## src/rtl/pixel_arb_pkg.sv

```systemverilog
// Shared types for the pixel arbiter: source tags, arbiter states and the FIFO entry layout.
package pixel_arb_pkg;

    localparam int unsigned COORD_W = 8;
    localparam int unsigned COLOR_W = 3;
    localparam int unsigned SRC_W   = 2;
    localparam int unsigned KEY_W   = 2 * COORD_W + COLOR_W;
    localparam int unsigned PIX_W   = KEY_W + SRC_W;

    localparam logic [SRC_W-1:0] SRC_FREE = 2'd0;
    localparam logic [SRC_W-1:0] SRC_FILL = 2'd1;
    localparam logic [SRC_W-1:0] SRC_UNDO = 2'd2;

    typedef enum logic [1:0] {
        ST_IDLE = 2'd0,
        ST_FREE = 2'd1,
        ST_FILL = 2'd2,
        ST_UNDO = 2'd3
    } arb_state_t;

    typedef struct packed {
        logic [COORD_W-1:0] x;
        logic [COORD_W-1:0] y;
        logic [COLOR_W-1:0] color;
        logic [SRC_W-1:0]   src;
    } pixel_t;

    // Priority order used whenever the fill lock is not holding: undo > fill > freehand.
    function automatic arb_state_t pick_state(input logic undo_req, input logic fill_req,
                                              input logic fh_req);
        if (undo_req) return ST_UNDO;
        if (fill_req) return ST_FILL;
        if (fh_req)   return ST_FREE;
        return ST_IDLE;
    endfunction

endpackage

```

## src/rtl/pixel_arbiter_if.sv

```systemverilog
// Requester, consumer and status signals of the pixel arbiter.
interface pixel_arbiter_if #(
    parameter int unsigned AW = 2
);
    logic       fh_valid;
    logic [7:0] fh_x;
    logic [7:0] fh_y;
    logic [2:0] fh_color;
    logic       fh_ready;

    logic       fill_busy;
    logic       fill_valid;
    logic [7:0] fill_x;
    logic [7:0] fill_y;
    logic [2:0] fill_color;
    logic       fill_ready;

    logic       undo_valid;
    logic [7:0] undo_x;
    logic [7:0] undo_y;
    logic [2:0] undo_color;
    logic       undo_ready;

    logic       out_valid;
    logic [7:0] out_x;
    logic [7:0] out_y;
    logic [2:0] out_color;
    logic [1:0] out_src;
    logic       out_ready;

    logic [1:0]  state;
    logic [AW:0] level;

    modport master (
        output fh_valid, fh_x, fh_y, fh_color,
        output fill_busy, fill_valid, fill_x, fill_y, fill_color,
        output undo_valid, undo_x, undo_y, undo_color,
        output out_ready,
        input  fh_ready, fill_ready, undo_ready,
        input  out_valid, out_x, out_y, out_color, out_src,
        input  state, level
    );

    modport slave (
        input  fh_valid, fh_x, fh_y, fh_color,
        input  fill_busy, fill_valid, fill_x, fill_y, fill_color,
        input  undo_valid, undo_x, undo_y, undo_color,
        input  out_ready,
        output fh_ready, fill_ready, undo_ready,
        output out_valid, out_x, out_y, out_color, out_src,
        output state, level
    );
endinterface

```

## src/rtl/pixel_fifo.sv

```systemverilog
// Small pixel FIFO with a registered head entry and an occupancy count.
module pixel_fifo
    import pixel_arb_pkg::*;
#(
    parameter int unsigned DEPTH = 4,
    parameter int unsigned AW    = 2
) (
    input  logic        clk,
    input  logic        rst_n,
    input  logic        push,
    input  pixel_t      push_data,
    input  logic        pop,
    output pixel_t      head,
    output logic [AW:0] level,
    output logic        full
);
    localparam int unsigned LW = AW + 1;

    pixel_t        mem [DEPTH];
    logic [AW-1:0] wr_ptr;
    logic [AW-1:0] rd_ptr;
    logic [AW:0]   level_q;
    logic          do_push;
    logic          do_pop;

    assign full    = (level_q == LW'(DEPTH));
    assign do_push = push && !full;
    assign do_pop  = pop && (level_q != '0);

    // Pointers are exactly log2(DEPTH) wide so they wrap on their own.
    always_ff @(posedge clk) begin
        if (!rst_n) begin
            wr_ptr  <= '0;
            rd_ptr  <= '0;
            level_q <= '0;
            for (int i = 0; i < int'(DEPTH); i++) mem[i] <= '0;
        end else begin
            if (do_push) begin
                mem[wr_ptr] <= push_data;
                wr_ptr      <= wr_ptr + AW'(1);
            end
            if (do_pop) rd_ptr <= rd_ptr + AW'(1);
            case ({do_push, do_pop})
                2'b10:   level_q <= level_q + LW'(1);
                2'b01:   level_q <= level_q - LW'(1);
                default: level_q <= level_q;
            endcase
        end
    end

    assign head  = mem[rd_ptr];
    assign level = level_q;

endmodule

```

## src/rtl/pixel_arbiter.sv

```systemverilog
// Fixed-priority arbiter sharing one pixel stream between freehand, fill and undo requesters.
// Define PIXEL_ARB_DEDUP_EN to coalesce repeated freehand pixels.
module pixel_arbiter
    import pixel_arb_pkg::*;
#(
    parameter int unsigned DEPTH = 4,
    parameter int unsigned AW    = 2
) (
    input  logic           clk,
    input  logic           rst_n,
    pixel_arbiter_if.slave bus
);
    arb_state_t  state_q;
    logic        full;
    logic        fh_acc;
    logic        fill_acc;
    logic        undo_acc;
    logic        fh_dup;
    logic        push;
    logic        pop;
    pixel_t      push_pix;
    pixel_t      head;
    logic [AW:0] level;

    // Fill holds the grant while busy; every other state re-arbitrates each cycle.
    always_ff @(posedge clk) begin
        if (!rst_n) begin
            state_q <= ST_IDLE;
        end else if (state_q == ST_FILL && bus.fill_busy) begin
            state_q <= ST_FILL;
        end else begin
            state_q <= pick_state(bus.undo_valid, bus.fill_busy, bus.fh_valid);
        end
    end

    assign bus.fh_ready   = (state_q == ST_FREE) && !full;
    assign bus.undo_ready = (state_q == ST_UNDO) && !full;
    assign bus.fill_ready = (state_q == ST_FILL) && bus.fill_busy && !full;

    assign fh_acc   = bus.fh_valid   && bus.fh_ready;
    assign fill_acc = bus.fill_valid && bus.fill_ready;
    assign undo_acc = bus.undo_valid && bus.undo_ready;

`ifdef PIXEL_ARB_DEDUP_EN
    logic             hist_vld;
    logic [KEY_W-1:0] hist;
    logic [KEY_W-1:0] fh_key;

    assign fh_key = {bus.fh_x, bus.fh_y, bus.fh_color};
    assign fh_dup = hist_vld && (hist == fh_key);

    // Last accepted freehand pixel; any other source breaks the run.
    always_ff @(posedge clk) begin
        if (!rst_n) begin
            hist_vld <= 1'b0;
            hist     <= '0;
        end else if (fill_acc || undo_acc) begin
            hist_vld <= 1'b0;
        end else if (fh_acc) begin
            hist_vld <= 1'b1;
            hist     <= fh_key;
        end
    end
`else
    assign fh_dup = 1'b0;
`endif

    always_comb begin
        push     = 1'b0;
        push_pix = '0;
        if (undo_acc) begin
            push     = 1'b1;
            push_pix = '{x: bus.undo_x, y: bus.undo_y, color: bus.undo_color, src: SRC_UNDO};
        end else if (fill_acc) begin
            push     = 1'b1;
            push_pix = '{x: bus.fill_x, y: bus.fill_y, color: bus.fill_color, src: SRC_FILL};
        end else if (fh_acc && !fh_dup) begin
            push     = 1'b1;
            push_pix = '{x: bus.fh_x, y: bus.fh_y, color: bus.fh_color, src: SRC_FREE};
        end
    end

    assign pop = (level != '0) && bus.out_ready;

    pixel_fifo #(
        .DEPTH (DEPTH),
        .AW    (AW)
    ) u_fifo (
        .clk       (clk),
        .rst_n     (rst_n),
        .push      (push),
        .push_data (push_pix),
        .pop       (pop),
        .head      (head),
        .level     (level),
        .full      (full)
    );

    assign bus.out_valid = (level != '0);
    assign bus.out_x     = head.x;
    assign bus.out_y     = head.y;
    assign bus.out_color = head.color;
    assign bus.out_src   = head.src;
    assign bus.state     = state_q;
    assign bus.level     = level;

endmodule

```

## src/flat_wrapper.sv

```systemverilog
// flat-port wrapper written by rule: the top's interface ports become plain ports
module pixel_arbiter_flat import pixel_arb_pkg::*;
#(
    parameter int unsigned DEPTH = 4,
    parameter int unsigned AW    = 2
)
  (clk, rst_n, bus_fh_valid, bus_fh_x, bus_fh_y, bus_fh_color, bus_fill_busy, bus_fill_valid, bus_fill_x, bus_fill_y, bus_fill_color, bus_undo_valid, bus_undo_x, bus_undo_y, bus_undo_color, bus_out_ready, bus_fh_ready, bus_fill_ready, bus_undo_ready, bus_out_valid, bus_out_x, bus_out_y, bus_out_color, bus_out_src, bus_state, bus_level);
  pixel_arbiter_if #(.AW(AW)) bus_i ();
  input  logic clk;
  input  logic rst_n;
  input wire logic [$bits(bus_i.fh_valid)-1:0] bus_fh_valid;
  input wire logic [$bits(bus_i.fh_x)-1:0] bus_fh_x;
  input wire logic [$bits(bus_i.fh_y)-1:0] bus_fh_y;
  input wire logic [$bits(bus_i.fh_color)-1:0] bus_fh_color;
  input wire logic [$bits(bus_i.fill_busy)-1:0] bus_fill_busy;
  input wire logic [$bits(bus_i.fill_valid)-1:0] bus_fill_valid;
  input wire logic [$bits(bus_i.fill_x)-1:0] bus_fill_x;
  input wire logic [$bits(bus_i.fill_y)-1:0] bus_fill_y;
  input wire logic [$bits(bus_i.fill_color)-1:0] bus_fill_color;
  input wire logic [$bits(bus_i.undo_valid)-1:0] bus_undo_valid;
  input wire logic [$bits(bus_i.undo_x)-1:0] bus_undo_x;
  input wire logic [$bits(bus_i.undo_y)-1:0] bus_undo_y;
  input wire logic [$bits(bus_i.undo_color)-1:0] bus_undo_color;
  input wire logic [$bits(bus_i.out_ready)-1:0] bus_out_ready;
  output wire logic [$bits(bus_i.fh_ready)-1:0] bus_fh_ready;
  output wire logic [$bits(bus_i.fill_ready)-1:0] bus_fill_ready;
  output wire logic [$bits(bus_i.undo_ready)-1:0] bus_undo_ready;
  output wire logic [$bits(bus_i.out_valid)-1:0] bus_out_valid;
  output wire logic [$bits(bus_i.out_x)-1:0] bus_out_x;
  output wire logic [$bits(bus_i.out_y)-1:0] bus_out_y;
  output wire logic [$bits(bus_i.out_color)-1:0] bus_out_color;
  output wire logic [$bits(bus_i.out_src)-1:0] bus_out_src;
  output wire logic [$bits(bus_i.state)-1:0] bus_state;
  output wire logic [$bits(bus_i.level)-1:0] bus_level;
  assign bus_i.fh_valid = bus_fh_valid;
  assign bus_i.fh_x = bus_fh_x;
  assign bus_i.fh_y = bus_fh_y;
  assign bus_i.fh_color = bus_fh_color;
  assign bus_i.fill_busy = bus_fill_busy;
  assign bus_i.fill_valid = bus_fill_valid;
  assign bus_i.fill_x = bus_fill_x;
  assign bus_i.fill_y = bus_fill_y;
  assign bus_i.fill_color = bus_fill_color;
  assign bus_i.undo_valid = bus_undo_valid;
  assign bus_i.undo_x = bus_undo_x;
  assign bus_i.undo_y = bus_undo_y;
  assign bus_i.undo_color = bus_undo_color;
  assign bus_i.out_ready = bus_out_ready;
  assign bus_fh_ready = bus_i.fh_ready;
  assign bus_fill_ready = bus_i.fill_ready;
  assign bus_undo_ready = bus_i.undo_ready;
  assign bus_out_valid = bus_i.out_valid;
  assign bus_out_x = bus_i.out_x;
  assign bus_out_y = bus_i.out_y;
  assign bus_out_color = bus_i.out_color;
  assign bus_out_src = bus_i.out_src;
  assign bus_state = bus_i.state;
  assign bus_level = bus_i.level;
  pixel_arbiter #(.DEPTH(DEPTH), .AW(AW)) u_core (.clk(clk), .rst_n(rst_n), .bus(bus_i));
endmodule
```

## config.mk

```make
export PLATFORM = sky130hd
export DESIGN_NAME = pixel_arbiter_flat
export DESIGN_NICKNAME = d
export VERILOG_FILES = /design/src/rtl/pixel_arb_pkg.sv /design/src/rtl/pixel_arbiter_if.sv /design/src/rtl/pixel_fifo.sv /design/src/rtl/pixel_arbiter.sv /design/src/flat_wrapper.sv
export SDC_FILE = /design/constraint.sdc
export NUM_CORES = 1
export LEC_CHECK = 0
export CAP_MARGIN = 20
export CORE_ASPECT_RATIO = 1.2
export CORE_UTILIZATION = 50
export DETAILED_ROUTE_END_ITERATION = 7
export PLACE_DENSITY = 0.78
export SLEW_MARGIN = 15
export SYNTH_ARGS = -nofsm -noshare
export SYNTH_HDL_FRONTEND = slang
export SYNTH_SLANG_ARGS = --single-unit
```

## constraint.sdc

```tcl
create_clock -name clk -period 6.6 [get_ports clk]
set_input_delay 1.65 -clock clk [delete_from_list [all_inputs] [get_ports clk]]
set_output_delay 1.65 -clock clk [all_outputs]
set_load 0.02 [all_outputs]
```

==> impl_metrics.ini, run 1 <==
[routing]
vias = 2987
drtIter0Drc = 207
routed_wl_um = 9920
drc_errors = 0
drt-pass1-iter-count = 4
ant_nets = 0
via_per_inst = 5.60
avgRoutedWirePerCell_um = 18.6

[clock_network]
clock_path_buffers = 2
hold_buffers = 0
clock-sinks = 95
ctsRootBufferMaster = clkbuf_8
htree_levels = 3
path_clk_slew_ns = 0.09
cts_tree = yes
clock_latency_ns = 0.36
numCtsBuffers = 9
cts_setup_buffers = 0
cts_resized = 0

[sta]
slew_violations = 0
finalSetupViolations = 0
relSlewSlack = 0.294
holdWs_ns = 0.545
clock_skew_ns = 0.00719
worstMarginPinSlew_ns = 1.06
setup_tns_ns = 0
period_needed_ns = 4.79
fmax_mhz = 209
rsz0062_at_grt = false
hold_viol = 0
layout_worst_path_cycle_share = 0.726

[synth]
synth_cell_type_count = 41
synth_top_family_by_area = simple AND/OR/NAND/NOR gates
netlist_instances = 321
netlist.area_leader.share = 0.558
synth_area_leaders = edfxtp_1, mux4_2, nor2_1, o221ai_2, dfxtp_1
syn_avg_cell_area_sq_um = 14.1
ys_seq_area_frac = 0.607
synth_flop_cell = edfxtp_1
ys_async_sr_fraction = 0
synth_nets = 387
synth.area.mux_share = 0.107
synthXorXnorAreaFrac = 0.00775
netlist_area_sq_um = 4520
synth_edf_count = 84
synthSimpleGateAreaFrac = 0.152
yosysMostFrequentCell = edfxtp_1
synth_compound_area_frac = 0.0872
yosys.area.top_type = edfxtp_1
synth_commonest_cells = edfxtp_1, nor2_1, mux4_2, or3_1, o221ai_2
synth_fa_ha_area_frac = 0.00720
ys_ff_latch = 95
synth_warnings = 0

[floorplanning]
die_w_um = 88.8
core_area_sq_um = 8660
num_rows = 37
die_h_um = 106
start_util = 0.522
dieArea_sq_um = 9420
boundaryPins = 94

[worst_hold_path]
worst_hold_path_type = flip-flop to flip-flop

[finish]
syn2layout_area_growth_pct = 27.6
drive_gt1_frac = 0.197
num_antenna_cells = 0
final_util = 0.666
num-nets-final = 477
postLayoutCellArea_sq_um = 5760

[grt]
grt_overflow = 0
grt_max_degree = 24
track_usage = 0.228
grt_first_pass_wirelength_um = 15600
grt_antenna_before_repair = 0
grt_pass1_vias = 3151

[worst_setup_path]
path_max_fanout = 4
ff2ff_setup_slack_ns = 2.97
start_kind = input pin
critPathCaptureType = output pin
crit_arrival_ns = 3.14
crit_required_ns = 4.95
critPathKind = input pin to output pin

[power_and_ir_drop]
p_int_w = 0.00118
combPwrFrac = 0.307
total_power_w = 0.00166
vdd.ir_drop.worst_mv = 0.220
p_seq_frac = 0.447
switchingPower_w = 0.000487
p_sw_frac = 0.292
p_leak_nw = 1.97
p_per_area_nw_per_um2 = 289
clockPowerShare = 0.246

[placed_design]
place_congestion = 0.834
dpl-instance-area_sq_um = 5550
port_buffers = 93
dp.final_hpwl_um = 6790

[outcome]
status = finished clean

[run]
drv_cap = 0
layout by cell type, fill, tap and decap left out, types with 6 or more instances in the layout:
cell,n
clkdlybuf4s50_1,93
nor2_2,11
or3_1,21
nand2_1,8
inv_1,6
clkbuf_8,9
o221ai_2,19
edfxtp_1,84
mux4_2,21
dfxtp_1,11
nor2_1,83
metrics by stage:
step	worst slack, ns	std cells
6_report	1.81	533
3_5_place_dp	1.78	517
5_1_grt	1.76	533
4_1_cts	1.81	533
2_1_floorplan	2.24	321
3_3_place_gp	1.85	515
layout make-up:
type	count	area (sq um)
clock buffers	10	128
clock inverters	6	85.1
fillers	612	2890
inverters	7	26.3
multi-input cells	200	1660
flip-flops and latches	95	2740
well taps	117	146
repair buffers	98	980
power groups by stage:
stage	logic [W]	clock network, W	registers (W)
after floorplan	0.000310	0	0.000754
after global routing	0.000545	0.000434	0.000751
after CTS	0.000517	0.000409	0.000744
after detailed placement	0.000515	0	0.000758
after global placement	0.000504	0	0.000755
final	0.000511	0.000410	0.000745
metal layers:
metal,GRT usage,part of all wire,vias up
li1,-,-,1392
met3,0.0466,0.060,9
met1,0.270,0.37,1482
met2,0.407,0.56,104
met4,0.0749,0.0099,0
met5,0,0,-
critical path, stage by stage:
cell,delay (ns)
clkdlybuf4s50_1,0.52
and3b_1,0.23
and2_1,0.14
clkdlybuf4s50_1,0.60
kinds of logic after synthesis:
kind of cell / count (synthesis)
AND/OR/NAND/NOR: 140
buffers and inverters: 26
AO/OA/AOI/OAI: 32
XOR/XNOR: 4
adder cells (fa/ha/maj): 2
multiplexers: 22
flip-flops: 95
final timing paths:
path	start	cells after the start	endpoint
worst min register to register	u_core.u_fifo.rd_ptr[1]	2	u_core.u_fifo.rd_ptr[1]
worst max register to register	u_core.u_fifo.level[2]	4	u_core.u_fifo.mem[2][8]
worst min-delay path	u_core.u_fifo.rd_ptr[1]	2	u_core.u_fifo.rd_ptr[1]
worst max-delay path	bus_fill_busy	4	bus_fill_ready
flip-flops by register name, summed over array words and instances (netlist names), named ones only:
signal / cells
u_core.u_fifo.level: 3
u_core.bus.state: 2
u_core.u_fifo.wr_ptr: 2
u_core.u_fifo.rd_ptr: 2
u_core.u_fifo.mem: 84
No activity file was read; power rests on OpenSTA's default activity.
==> inputs of run 2 (changes only) <==
CORE_UTILIZATION = 46   (was 50)
PLACE_DENSITY = 0.76   (was 0.78)
clock period = 4.2 ns   (was 6.6 ns; I/O delays follow)
==> impl_metrics.ini, run 2 (same netlist as run 1, synthesis figures left out) <==
[outcome]
status = finished clean

[worst_setup_path]
start_kind = input pin
r2r_start = u_core.u_fifo.level[2]
crit_required_ns = 3.15
critPathKind = input pin to output pin
path_max_fanout = 4
crit_arrival_ns = 2.54
critPathCaptureType = output pin
regToRegEndpoint = u_core.u_fifo.level[2]
rr_worst_depth = 9
ff2ff_setup_slack_ns = 1.36

[run]
drv_cap = 0

[sta]
fmax_mhz = 278
layout_worst_path_cycle_share = 0.856
relSlewSlack = 0.401
clock_skew_ns = 0.00812
worstMarginPinSlew_ns = 0.898
rsz0062_at_grt = false
finalSetupViolations = 0
hold_viol = 0
setup_tns_ns = 0
slew_violations = 0
period_needed_ns = 3.59

[floorplanning]
start_util = 0.475
num_rows = 39
dieArea_sq_um = 10200
boundaryPins = 94
die_w_um = 92.5
die_h_um = 111
core_area_sq_um = 9520

[clock_network]
cts_resized = 0
path_clk_slew_ns = 0.07
clock-sinks = 95
cts_setup_buffers = 0
ctsRootBufferMaster = clkbuf_16
hold_buffers = 0
cts_tree = yes
numCtsBuffers = 9
htree_levels = 3
clock_path_buffers = 2
clock_latency_ns = 0.34

[finish]
num-nets-final = 484
syn2layout_area_growth_pct = 31.0
num_antenna_cells = 0
layout_commonest_cell = clkdlybuf4s50_1
top_register = u_core.u_fifo.mem
final_cell_mix = clkdlybuf4s50_1, edfxtp_1, nor2_1
drive_gt1_frac = 0.210
largest_reg_flops = 84

[grt]
grt_first_pass_wirelength_um = 16400
grt_overflow = 0
track_usage = 0.215
grt_antenna_before_repair = 0
grt_pass1_vias = 3175
grt_max_degree = 24

[power_and_ir_drop]
p_seq_frac = 0.408
total_power_w = 0.00285
combPwrFrac = 0.289
p_sw_frac = 0.283
p_int_w = 0.00205
vdd.ir_drop.worst_mv = 0.425
p_per_area_nw_per_um2 = 482
switchingPower_w = 0.000809
p_leak_nw = 2.05
clockPowerShare = 0.304

[routing]
vias = 3006
routed_wl_um = 10300
via_per_inst = 5.51
drtIter0Drc = 194
drc_errors = 0
ant_nets = 0
drt-pass1-iter-count = 4
avgRoutedWirePerCell_um = 18.9

[worst_hold_path]
whs_path_depth = 2
hp-start = u_core.u_fifo.rd_ptr[1]
worst_hold_path_type = flip-flop to flip-flop
hold_end = u_core.u_fifo.rd_ptr[1]

[placed_design]
place_congestion = 0.752
port_buffers = 93
dp.final_hpwl_um = 6750
## run 2: worst max path at each step
stage             startpoint                 endpoint  cells after the start
2_1_floorplan   bus_fh_valid  u_core.u_fifo.mem[0][0]                      4
3_3_place_gp   bus_fill_busy           bus_fill_ready                      4
3_5_place_dp   bus_fill_busy           bus_fill_ready                      4
4_1_cts        bus_fill_busy           bus_fill_ready                      4
5_1_grt        bus_fill_busy           bus_fill_ready                      4
6_report       bus_fill_busy           bus_fill_ready                      4
## run 2: metrics by stage
step | instances | area [sq um] | util | setup slack [ns] | hold WS (ns)
after CTS | 546 | 5920 | 0.622 | 0.600 | 0.532
after detailed placement | 530 | 5600 | 0.588 | 0.613 | 0.515
final | 546 | 5920 | 0.622 | 0.606 | 0.527
after global routing | 546 | 5920 | 0.622 | 0.570 | 0.568
after floorplan | 321 | 4520 | - | 0.442 | 0.485
after global placement | 530 | 5600 | 0.588 | 0.648 | 0.507
## run 2: power groups by stage
stage,Combinational (W),Sequential [W],Clock [W]
3_5_place_dp,0.000831,0.00118,0
5_1_grt,0.000885,0.00117,0.000906
4_1_cts,0.000835,0.00116,0.000873
3_3_place_gp,0.000814,0.00118,0
6_report,0.000824,0.00116,0.000867
2_1_floorplan,0.000487,0.00118,0
## run 2: layout make-up
cell class | count | area, sq um
clock inverters | 7 | 93.8
fillers | 725 | 3600
multi-input cells | 200 | 1660
repair buffers | 105 | 1020
inverters | 7 | 26.3
clock buffers | 9 | 225
flip-flops and latches | 95 | 2740
well taps | 123 | 154
## run 2: critical path: stages
cell             delay [ns]
clkdlybuf4s50_1        0.51
and3b_1                0.23
and2_1                 0.15
clkdlybuf4s50_1        0.60
## run 2: layer usage
layer,vias to the layer above,GRT usage,part of all wire
li1,1411,-,-
met1,1484,0.257,0.37
met2,103,0.392,0.56
met3,8,0.0344,0.061
met4,0,0.0646,0.0099
met5,-,0,0
